**config.mk**
```make
export PLATFORM = sky130hd
export DESIGN_NAME = mmio_uart_tx
export DESIGN_NICKNAME = d
export VERILOG_FILES = /design/src/rtl/mmio_uart_tx_pkg.sv /design/src/rtl/mmio_uart_tx_sync_fifo.sv /design/src/rtl/mmio_uart_tx.sv
export SDC_FILE = /design/constraint.sdc
export NUM_CORES = 1
export LEC_CHECK = 0
export CAP_MARGIN = 40
export CORE_ASPECT_RATIO = 0.75
export CORE_UTILIZATION = 59
export DETAILED_ROUTE_END_ITERATION = 10
export PLACE_DENSITY = 0.95
export SLEW_MARGIN = 30
export SYNTH_ARGS = -nofsm -noshare
export SYNTH_HDL_FRONTEND = slang
export SYNTH_SLANG_ARGS = --single-unit
```
**constraint.sdc**
```tcl
create_clock -name clk -period 8.3 [get_ports clk]
set_clock_uncertainty 0.2 [all_clocks]
set_input_delay 0.83 -clock clk [delete_from_list [all_inputs] [get_ports clk]]
set_output_delay 0.83 -clock clk [all_outputs]
set_load 0.02 [all_outputs]
```
**src/rtl/mmio_uart_tx_pkg.sv**
```systemverilog
// Shared types and register-map constants for the memory-mapped UART transmitter.
package mmio_uart_tx_pkg;

  localparam int XLEN = 32;
  localparam int ALEN = 32;

  typedef enum logic [1:0] {
    IDLE  = 2'd0,
    START = 2'd1,
    DATA  = 2'd2,
    STOP  = 2'd3
  } uart_state_t;

  localparam logic [3:0] UART_TXDATA_OFF = 4'h0;
  localparam logic [3:0] UART_STATUS_OFF = 4'h4;
  localparam logic [3:0] UART_CTRL_OFF   = 4'h8;
  localparam logic [3:0] UART_RSVD_OFF   = 4'hC;

  localparam int STAT_FULL_BIT  = 0;
  localparam int STAT_EMPTY_BIT = 1;
  localparam int STAT_BUSY_BIT  = 2;
  localparam int STAT_OVF_BIT   = 3;
  localparam int STAT_COUNT_LSB = 8;
  localparam int CTRL_EN_BIT    = 0;

  // Word index of a register byte offset, compared against dmem_addr[3:2].
  function automatic logic [1:0] reg_index(input logic [3:0] off);
    return off[3:2];
  endfunction

endpackage

```
**src/rtl/mmio_uart_tx_sync_fifo.sv**
```systemverilog
// Single-clock FIFO with combinational head output and an explicit occupancy count.
module sync_fifo #(
  parameter int WIDTH = 8,
  parameter int DEPTH = 16
) (
  input  logic                         clk,
  input  logic                         rst,
  input  logic                         push,
  input  logic                         pop,
  input  logic [WIDTH-1:0]             din,
  output logic [WIDTH-1:0]             dout,
  output logic                         full,
  output logic                         empty,
  output logic [$clog2(DEPTH+1)-1:0]   count
);

  localparam int PW = $clog2(DEPTH);
  localparam int CW = $clog2(DEPTH+1);

  logic [WIDTH-1:0] mem_q [DEPTH];
  logic [WIDTH-1:0] mem_d [DEPTH];
  logic [PW-1:0]    wr_ptr_q, wr_ptr_d;
  logic [PW-1:0]    rd_ptr_q, rd_ptr_d;
  logic [CW-1:0]    count_q, count_d;
  logic             do_push, do_pop;

  assign full    = (count_q == CW'(DEPTH));
  assign empty   = (count_q == '0);
  assign count   = count_q;
  assign dout    = mem_q[rd_ptr_q];
  assign do_push = push & ~full;
  assign do_pop  = pop & ~empty;

  // Pointers wrap naturally because DEPTH is a power of two.
  always_comb begin
    mem_d    = mem_q;
    wr_ptr_d = wr_ptr_q;
    rd_ptr_d = rd_ptr_q;
    count_d  = count_q + CW'(do_push) - CW'(do_pop);
    if (do_push) begin
      mem_d[wr_ptr_q] = din;
      wr_ptr_d        = wr_ptr_q + PW'(1);
    end
    if (do_pop) begin
      rd_ptr_d = rd_ptr_q + PW'(1);
    end
  end

  always_ff @(posedge clk) begin
    mem_q <= mem_d;
    if (rst) begin
      wr_ptr_q <= '0;
      rd_ptr_q <= '0;
      count_q  <= '0;
    end else begin
      wr_ptr_q <= wr_ptr_d;
      rd_ptr_q <= rd_ptr_d;
      count_q  <= count_d;
    end
  end

endmodule

```
**src/rtl/mmio_uart_tx.sv**
```systemverilog
// Memory-mapped 8N1 UART transmitter: CPU writes are queued and serialised on uart_tx.
//   state | meaning
//   IDLE  | line high, waiting for enable and a queued byte
//   START | start bit (low) for CLK_DIV cycles
//   DATA  | eight data bits, LSB first, CLK_DIV cycles each
//   STOP  | stop bit (high); may chain straight into the next START
module mmio_uart_tx
  import mmio_uart_tx_pkg::*;
#(
  parameter logic [ALEN-1:0] BASE_ADDR  = 32'h8000_0000,
  parameter int              CLK_DIV    = 868,
  parameter int              FIFO_DEPTH = 16
) (
  input  logic            clk,
  input  logic            rst,
  input  logic [ALEN-1:0] dmem_addr,
  input  logic [XLEN-1:0] dmem_wdata,
  input  logic            dmem_we,
  input  logic [3:0]      dmem_be,
  output logic [XLEN-1:0] dmem_rdata,
  output logic            hit,
  output logic            uart_tx,
  output logic            tx_busy
);

  localparam int CW = $clog2(FIFO_DEPTH+1);
  localparam int BW = (CLK_DIV > 1) ? $clog2(CLK_DIV) : 1;
  localparam logic [BW-1:0] BAUD_LAST = BW'(CLK_DIV-1);

  uart_state_t   state_q, state_d;
  logic [BW-1:0] baud_q, baud_d;
  logic [2:0]    bit_idx_q, bit_idx_d;
  logic [7:0]    shreg_q, shreg_d;
  logic          tx_q, tx_d;
  logic          busy_q, busy_d;
  logic          ovf_q, ovf_d;
  logic          en_q, en_d;

  logic [1:0]      off;
  logic            wr_en, push_req, push_acc, pop;
  logic            baud_end, can_pop;
  logic            fifo_full, fifo_empty;
  logic [CW-1:0]   fifo_count, count_next;
  logic [7:0]      fifo_dout;
  logic [XLEN-1:0] status_word;
  logic            unused_ok;

  assign hit      = (dmem_addr[ALEN-1:4] == BASE_ADDR[ALEN-1:4]);
  assign off      = dmem_addr[3:2];
  assign wr_en    = hit & dmem_we & dmem_be[0];
  assign push_req = wr_en && (off == reg_index(UART_TXDATA_OFF));
  // Room is judged on the pre-edge count: a pop in the same cycle does not help.
  assign push_acc = push_req & ~fifo_full;

  assign unused_ok = ^{dmem_wdata[XLEN-1:8], dmem_be[3:1], dmem_addr[1:0], BASE_ADDR[3:0]};

  sync_fifo #(
    .WIDTH (8),
    .DEPTH (FIFO_DEPTH)
  ) u_fifo (
    .clk   (clk),
    .rst   (rst),
    .push  (push_acc),
    .pop   (pop),
    .din   (dmem_wdata[7:0]),
    .dout  (fifo_dout),
    .full  (fifo_full),
    .empty (fifo_empty),
    .count (fifo_count)
  );

  always_comb begin
    ovf_d = ovf_q;
    en_d  = en_q;
    if (wr_en && (off == reg_index(UART_STATUS_OFF)) && dmem_wdata[STAT_OVF_BIT]) ovf_d = 1'b0;
    if (push_req && fifo_full) ovf_d = 1'b1;
    if (wr_en && (off == reg_index(UART_CTRL_OFF))) en_d = dmem_wdata[CTRL_EN_BIT];
  end

  assign baud_end = (baud_q == BAUD_LAST);
  assign can_pop  = en_q & ~fifo_empty;

  always_comb begin
    state_d   = state_q;
    baud_d    = baud_q;
    bit_idx_d = bit_idx_q;
    shreg_d   = shreg_q;
    tx_d      = tx_q;
    pop       = 1'b0;
    case (state_q)
      IDLE: begin
        tx_d = 1'b1;
        if (can_pop) begin
          pop     = 1'b1;
          shreg_d = fifo_dout;
          tx_d    = 1'b0;
          baud_d  = '0;
          state_d = START;
        end
      end
      START: begin
        if (baud_end) begin
          tx_d      = shreg_q[0];
          bit_idx_d = 3'd0;
          baud_d    = '0;
          state_d   = DATA;
        end else begin
          baud_d = baud_q + BW'(1);
        end
      end
      DATA: begin
        if (baud_end) begin
          baud_d  = '0;
          shreg_d = shreg_q >> 1;
          if (bit_idx_q == 3'd7) begin
            tx_d    = 1'b1;
            state_d = STOP;
          end else begin
            bit_idx_d = bit_idx_q + 3'd1;
            tx_d      = shreg_q[1];
          end
        end else begin
          baud_d = baud_q + BW'(1);
        end
      end
      STOP: begin
        if (baud_end) begin
          baud_d = '0;
          if (can_pop) begin
            pop     = 1'b1;
            shreg_d = fifo_dout;
            tx_d    = 1'b0;
            state_d = START;
          end else begin
            tx_d    = 1'b1;
            state_d = IDLE;
          end
        end else begin
          baud_d = baud_q + BW'(1);
        end
      end
      default: begin
        tx_d    = 1'b1;
        state_d = IDLE;
      end
    endcase
  end

  assign count_next = fifo_count + CW'(push_acc) - CW'(pop);
  assign busy_d     = (state_d != IDLE) | (count_next != '0);

  always_ff @(posedge clk) begin
    if (rst) begin
      state_q   <= IDLE;
      baud_q    <= '0;
      bit_idx_q <= '0;
      shreg_q   <= '0;
      tx_q      <= 1'b1;
      busy_q    <= 1'b0;
      ovf_q     <= 1'b0;
      en_q      <= 1'b1;
    end else begin
      state_q   <= state_d;
      baud_q    <= baud_d;
      bit_idx_q <= bit_idx_d;
      shreg_q   <= shreg_d;
      tx_q      <= tx_d;
      busy_q    <= busy_d;
      ovf_q     <= ovf_d;
      en_q      <= en_d;
    end
  end

  assign uart_tx = tx_q;
  assign tx_busy = busy_q;

  always_comb begin
    status_word                            = '0;
    status_word[STAT_FULL_BIT]             = fifo_full;
    status_word[STAT_EMPTY_BIT]            = fifo_empty;
    status_word[STAT_BUSY_BIT]             = (state_q != IDLE);
    status_word[STAT_OVF_BIT]              = ovf_q;
    status_word[STAT_COUNT_LSB +: CW]      = fifo_count;
    dmem_rdata = '0;
    if (hit) begin
      if (off == reg_index(UART_STATUS_OFF)) dmem_rdata = status_word;
      else if (off == reg_index(UART_CTRL_OFF)) dmem_rdata[CTRL_EN_BIT] = en_q;
    end
  end

endmodule

```
==> flow_metrics.env, run 1 <==
export IMPL_outcome="finished, final reports clean"
export IMPL_drc_errors=0
export IMPL_drt_iter0_drc=652
export IMPL_floorplan_rows=36
export IMPL_timing_final_crit_share=0.508
export IMPL_cts_root_buf="clkbuf_16"
export IMPL_cts_made_buffers=17
export IMPL_overflow=0
export IMPL_final_common_cell="edfxtp_1"
export IMPL_syn_to_final_growth_pct=13.5
export IMPL_path_max_fanout=4
export IMPL_drt_total_wl_um=17700
export IMPL_yosysSeqAreaShare=0.589
export IMPL_final_util=0.687
export IMPL_start_util=0.605
export IMPL_busiest_layer="met2"
export IMPL_synth_edf_count=128
export IMPL_ant_nets=0
export IMPL_cp_required_ns=8.39
export IMPL_drv_slew=0
export IMPL_fmax_mhz=237
export IMPL_combPwrFrac=0.277
export IMPL_via_per_inst=6.51
export IMPL_clkTransAtPathRegs_ns=0.07
export IMPL_grt_pass1_vias=4997
export IMPL_vias=5097
export IMPL_cts_resized=0
export IMPL_cap_violations=0
export IMPL_syn_cell_area_mm2=0.00788
export IMPL_rsz0062_at_grt="no"
export IMPL_worst_ir_drop_vdd_v=0.000198
export IMPL_finalSetupTns_ns=0
export IMPL_final_cell_mix="edfxtp_1, clkdlybuf4s50_1, nor2_1"
export IMPL_setup_viol=0
export IMPL_cts_hold_buf=0
export IMPL_yosys_warnings=0
export IMPL_p_clk_frac=0.318
export IMPL_min_period_ns=4.22
export IMPL_p_int_uw=1680
export IMPL_arrival_ns=4.31
export IMPL_wire_per_inst_um=22.6
export IMPL_htreeDepth=4
export IMPL_core_area_mm2=0.0130
export IMPL_nets=694
export IMPL_async_flop_share=0
export IMPL_timing_hold_violations_final=0
export IMPL_fillCellCount=771
export IMPL_post_cts_buffers=0
export IMPL_use_met2=0.461
export IMPL_maxSlewHeadroom=0.380
export IMPL_clk_path_buf_depth=2
export IMPL_seqPwrFrac=0.405
export IMPL_grt_util_all_layers=0.278
export IMPL_die_h_um=102
export IMPL_port_buffers=53
export IMPL_io_pins=106
export IMPL_die_area_mm2=0.0138
export IMPL_switchingPower_uw=828
export IMPL_grt_use_met3=0.0809
export IMPL_start_kind="flop"
export IMPL_layout_drive_gt1_share=0.106
export IMPL_swShare=0.330
export IMPL_power_per_cell_area_mw_per_mm2=280
export IMPL_grt_start_max_net_pins=43
export IMPL_synth_seq_cells=168
export IMPL_clock_sink_count=168
export IMPL_hpwl_um=11400
export IMPL_ys_types=76
export IMPL_netlist_instances=548
export IMPL_critPathKind="flop to flop"
export IMPL_synth_area_per_cell_um2=14.4
export IMPL_antenna_found_initial=0
export IMPL_synthFlopType="edfxtp_1"
export IMPL_globalplace_congestion=0.879
export IMPL_p_leak_uw=0.00317
export IMPL_clk_latency_ns=0.43
export IMPL_grt_first_pass_wirelength_um=27400
export IMPL_dr_pass1_iters=8
export IMPL_cp_end_kind="flop"
export IMPL_hold_class="flop to flop"
export IMPL_use_met1=0.351
export IMPL_cts_tree="done"
export IMPL_worst_pin_slew_ns=0.906
export IMPL_n_antenna_cell=0
export IMPL_dieWidth_um=135
[critical path: stages, from the launching register on]
cell	delay (ns)
dfxtp_1	0.32
inv_1	0.12
ha_1	0.25
or4b_1	0.56
nand2_1	0.25
nor3_1	0.13
ha_1	0.29
inv_1	0.06
ha_1	0.18
inv_1	0.07
fa_1	0.49
nand2b_1	0.08
or4b_2	0.63
a21oi_1	0.28
o221ai_1	0.17
[logic make-up after synthesis]
family	count (synthesis)	share of synthesized area
DFF	168	0.589
and+or+nand+nor	163	0.119
AOI/OAI and AO/OA	82	0.0783
buffers and inverters	67	0.0587
muxes	37	0.108
adders and majority gates	24	0.0400
xor gates and xnor gates	6	0.00667
other	1	0.000476
[through the flow]
stage               cell area [um^2]  worst slack, ns  hold WS (ns)  total power, uW  cells
global route                    8950             3.83         0.303             2600    783
global placement                8340             3.97         0.261             1620    751
CTS                             8950             4.14         0.275             2490    783
finish                          8950             4.08         0.275             2510    783
detailed placement              8350             3.89         0.266             1680    751
floorplan                       7960             4.74         0.249             1540    570
[per-layer routing]
layer / routed length, um / part of all wire / up-vias
li1: - / - / 2214
met1: 6960 / 0.39 / 2498
met2: 8590 / 0.49 / 334
met3: 1650 / 0.093 / 51
met4: 474 / 0.027 / 0
met5: 0 / 0 / -
[Yosys cell counts (3+ instances only)]
library cell	count	area share
a21oi_1	18	0.011
a22oi_1	14	0.013
a311oi_1	7	0.0078
and2_1	6	0.0048
and3_1	23	0.018
buf_4	24	0.023
clkbuf_1	7	0.0033
clkbuf_8	5	0.0087
dfxtp_1	40	0.10
edfxtp_1	128	0.49
ha_1	22	0.035
inv_1	22	0.010
mux2i_1	4	0.0051
mux4_1	21	0.070
mux4_2	11	0.031
nand2_1	19	0.0090
nand3_1	10	0.0064
nand4_1	4	0.0032
nor2_1	46	0.022
nor2b_1	8	0.0064
nor3_1	9	0.0057
nor4_1	8	0.0064
nor4_2	4	0.0064
o21ai_0	8	0.0051
o221a_1	7	0.010
or3_1	3	0.0024
xnor2_1	3	0.0033
xor2_1	3	0.0033
[power groups by stage]
| stage | registers [uW] | clock network [uW] | logic (uW) |
|---|---|---|---|
| after detailed placement | 1030 | 0 | 651 |
| final | 1020 | 798 | 694 |
| after CTS | 1010 | 801 | 679 |
| after global placement | 1030 | 0 | 600 |
| after global routing | 1020 | 836 | 747 |
| after floorplan | 996 | 0 | 539 |
[cell type report]
| class | instances | area (um^2) | area share |
|---|---|---|---|
| flip-flops and latches | 168 | 4650 | 0.520 |
| inverters | 22 | 82.6 | 0.00923 |
| clock inverters | 15 | 174 | 0.0194 |
| clock buffers | 17 | 425 | 0.0476 |
| repair buffers | 55 | 546 | 0.0610 |
| well taps | 171 | 214 | 0.0239 |
| multi-input cells | 335 | 2860 | 0.319 |
[final timing paths]
path	from	to	slack, ns	depth (start not counted)
max reg2reg	u_fifo.count[3]$_SDFF_PP0_	tx_busy$_SDFF_PP0_	4.08	14
max	u_fifo.count[3]$_SDFF_PP0_	tx_busy$_SDFF_PP0_	4.08	14
min	shreg_q[7]$_SDFFE_PP0P_	shreg_q[7]$_SDFFE_PP0P_	0.27	2
min reg2reg	shreg_q[7]$_SDFFE_PP0P_	shreg_q[7]$_SDFFE_PP0P_	0.27	2
[state kept, by name, indices dropped and copies added, names as in the netlist]
name and cells:
baud_q 10, ovf_q 1, bit_idx_q 3, tx_busy 1
u_fifo.rd_ptr_q 4, u_fifo.wr_ptr_q 4, u_fifo.count 5, uart_tx 1
en_q 1, shreg_q 8, state_q 2, u_fifo.mem_q 128
Note: power is estimated with default switching activity, not from simulation.
==> run 2: changes to the inputs <==
Settings changed: CORE_UTILIZATION 59 to 50, PLACE_DENSITY 0.95 to 0.87.
Clock period 8.3 ns to 3.7 ns, I/O delays scaled along.
==> flow_metrics.env, run 2 (synthesized netlist as in run 1, its figures left out) <==
export IMPL_outcome="finished, final reports clean"
export IMPL_critPathMostFrequentCell="inv_1"
export IMPL_clkTransAtPathRegs_ns=0.07
export IMPL_multi_input_area_mm2=0.00289
export IMPL_cts_tree="done"
export IMPL_grt_util_all_layers=0.226
export IMPL_final_common_cell="edfxtp_1"
export IMPL_largest_register_ffs=128
export IMPL_p_leak_uw=0.00325
export IMPL_drt_iter0_drc=749
export IMPL_overflow=0
export IMPL_floorplan_rows=39
export IMPL_dr_pass1_iters=5
export IMPL_clk_path_buf_depth=2
export IMPL_cts_root_buf="clkbuf_16"
export IMPL_worst_pin_slew_ns=0.856
export IMPL_clk_latency_ns=0.43
export IMPL_final_util=0.597
export IMPL_min_period_ns=3.59
export IMPL_vias=5167
export IMPL_final_cell_mix="edfxtp_1, clkdlybuf4s50_1, nor2_1"
export IMPL_n_antenna_cell=0
export IMPL_crit_chain="inv_1 -> ha_2 -> or4b_4 -> nand2_2 -> nor3_2 -> ha_1 -> inv_1 -> ha_2 -> inv_1 -> fa_1 -> nand2b_1 -> or4b_4 -> a21oi_2 -> o221ai_1"
export IMPL_hold_class="flop to flop"
export IMPL_dpl_cell_count=807
export IMPL_start_util=0.514
export IMPL_setup_viol=0
export IMPL_port_buffers=53
export IMPL_path_max_fanout=2
export IMPL_syn_to_final_growth_pct=16.1
export IMPL_die_area_mm2=0.0163
export IMPL_drt_total_wl_um=17800
export IMPL_fillCellCount=1092
export IMPL_core_area_mm2=0.0153
export IMPL_totalPowerFinal_uw=5530
export IMPL_drv_slew=0
export IMPL_nets=716
export IMPL_regArea_mm2=0.00465
export IMPL_cts_made_buffers=17
export IMPL_largest_register="u_fifo.mem_q"
export IMPL_hpwl_um=11600
export IMPL_timing_hold_violations_final=0
export IMPL_grt_pass1_vias=5089
export IMPL_grt_start_max_net_pins=28
export IMPL_fmax_mhz=279
export IMPL_htreeDepth=4
export IMPL_cp_required_ns=3.78
export IMPL_critPathKind="flop to flop"
export IMPL_grt_first_pass_wirelength_um=27400
export IMPL_finalSetupTns_ns=0
export IMPL_critPathMaxStageDelay_ns=0.52
export IMPL_reg_largest_list="u_fifo.mem_q x128, baud_q x10, shreg_q x8"
export IMPL_layout_drive_gt1_share=0.148
export IMPL_antenna_found_initial=0
export IMPL_ant_nets=0
export IMPL_io_pins=106
export IMPL_clock_sink_count=168
export IMPL_timing_final_crit_share=0.970
export IMPL_cap_violations=0
export IMPL_rsz0062_at_grt="no"
export IMPL_whs_ns=0.294
export IMPL_worst_ir_drop_vdd_v=0.000432
export IMPL_finalNonFillerCells=839
export IMPL_start_kind="flop"
export IMPL_power_per_cell_area_mw_per_mm2=604
export IMPL_cp_end_kind="flop"
export IMPL_cp_slowest_cell="or4b_4"
export IMPL_via_per_inst=6.16
export IMPL_maxSlewHeadroom=0.414
export IMPL_wire_per_inst_um=21.2
export IMPL_globalplace_congestion=0.844
export IMPL_dieWidth_um=147
export IMPL_drc_errors=0
export IMPL_arrival_ns=3.67
export IMPL_die_h_um=111
export IMPL_cts_hold_buf=0
## run 2: timing repair
action | 4_1_cts | 5_1_grt
pin swaps | 0 | 3
resized for setup | 2 | 9
setup buffers | 0 | 0
endpoints found under the setup margin | 1 | 1
## run 2: worst paths after layout
path	startpoint	to	slack [ns]	cells past startpoint
worst max-delay path	u_fifo.count[2]$_SDFF_PP0_	tx_busy$_SDFF_PP0_	0.11	14
worst min-delay path	baud_q[0]$_SDFFE_PP0P_	baud_q[0]$_SDFFE_PP0P_	0.29	2
worst max register to register	u_fifo.count[2]$_SDFF_PP0_	tx_busy$_SDFF_PP0_	0.11	14
worst min register to register	baud_q[0]$_SDFFE_PP0P_	baud_q[0]$_SDFFE_PP0P_	0.29	2
## run 2: report_power, final
part           leakage [uW]  total, uW  internal (uW)  switching, uW
logic               0.00151       1640            761            880
clock network      0.000261       1640            873            765
registers           0.00148       2250           2130            123
## run 2: layout make-up
cell class	count	area share
Clock buffer	17	0.0465
Inverter	22	0.00902
Clock inverter	15	0.0134
Tap cell	205	0.0280
Multi-Input combinational cell	335	0.316
Timing Repair Buffer	77	0.0790
Sequential cell	168	0.508
## run 2: metrics by stage
| stage | setup slack [ns] | instance area [um^2] |
|---|---|---|
| 4_1_cts | 0.00867 | 9120 |
| 3_3_place_gp | -0.0238 | 8560 |
| 2_1_floorplan | 0.151 | 7960 |
| 6_report | 0.112 | 9150 |
| 3_5_place_dp | -0.134 | 8560 |
| 5_1_grt | 0.0214 | 9150 |
## run 2: worst max-delay path: cells and delay by family (launching register included)
kind                     cells  cell delay, ns
adder cells (fa/ha/maj)      4            1.14
flip-flops                   1            0.32
AO/OA/AOI/OAI                2            0.33
buffers and inverters        3            0.19
AND/OR/NAND/NOR              5            1.25
## run 2: per-layer routing
metal,vias to the layer above,wire (um),GRT usage
met3,39,1570,0.0642
met2,311,8980,0.379
li1,2261,-,-
met5,-,0,0
met4,0,334,0.0770
met1,2556,6870,0.283
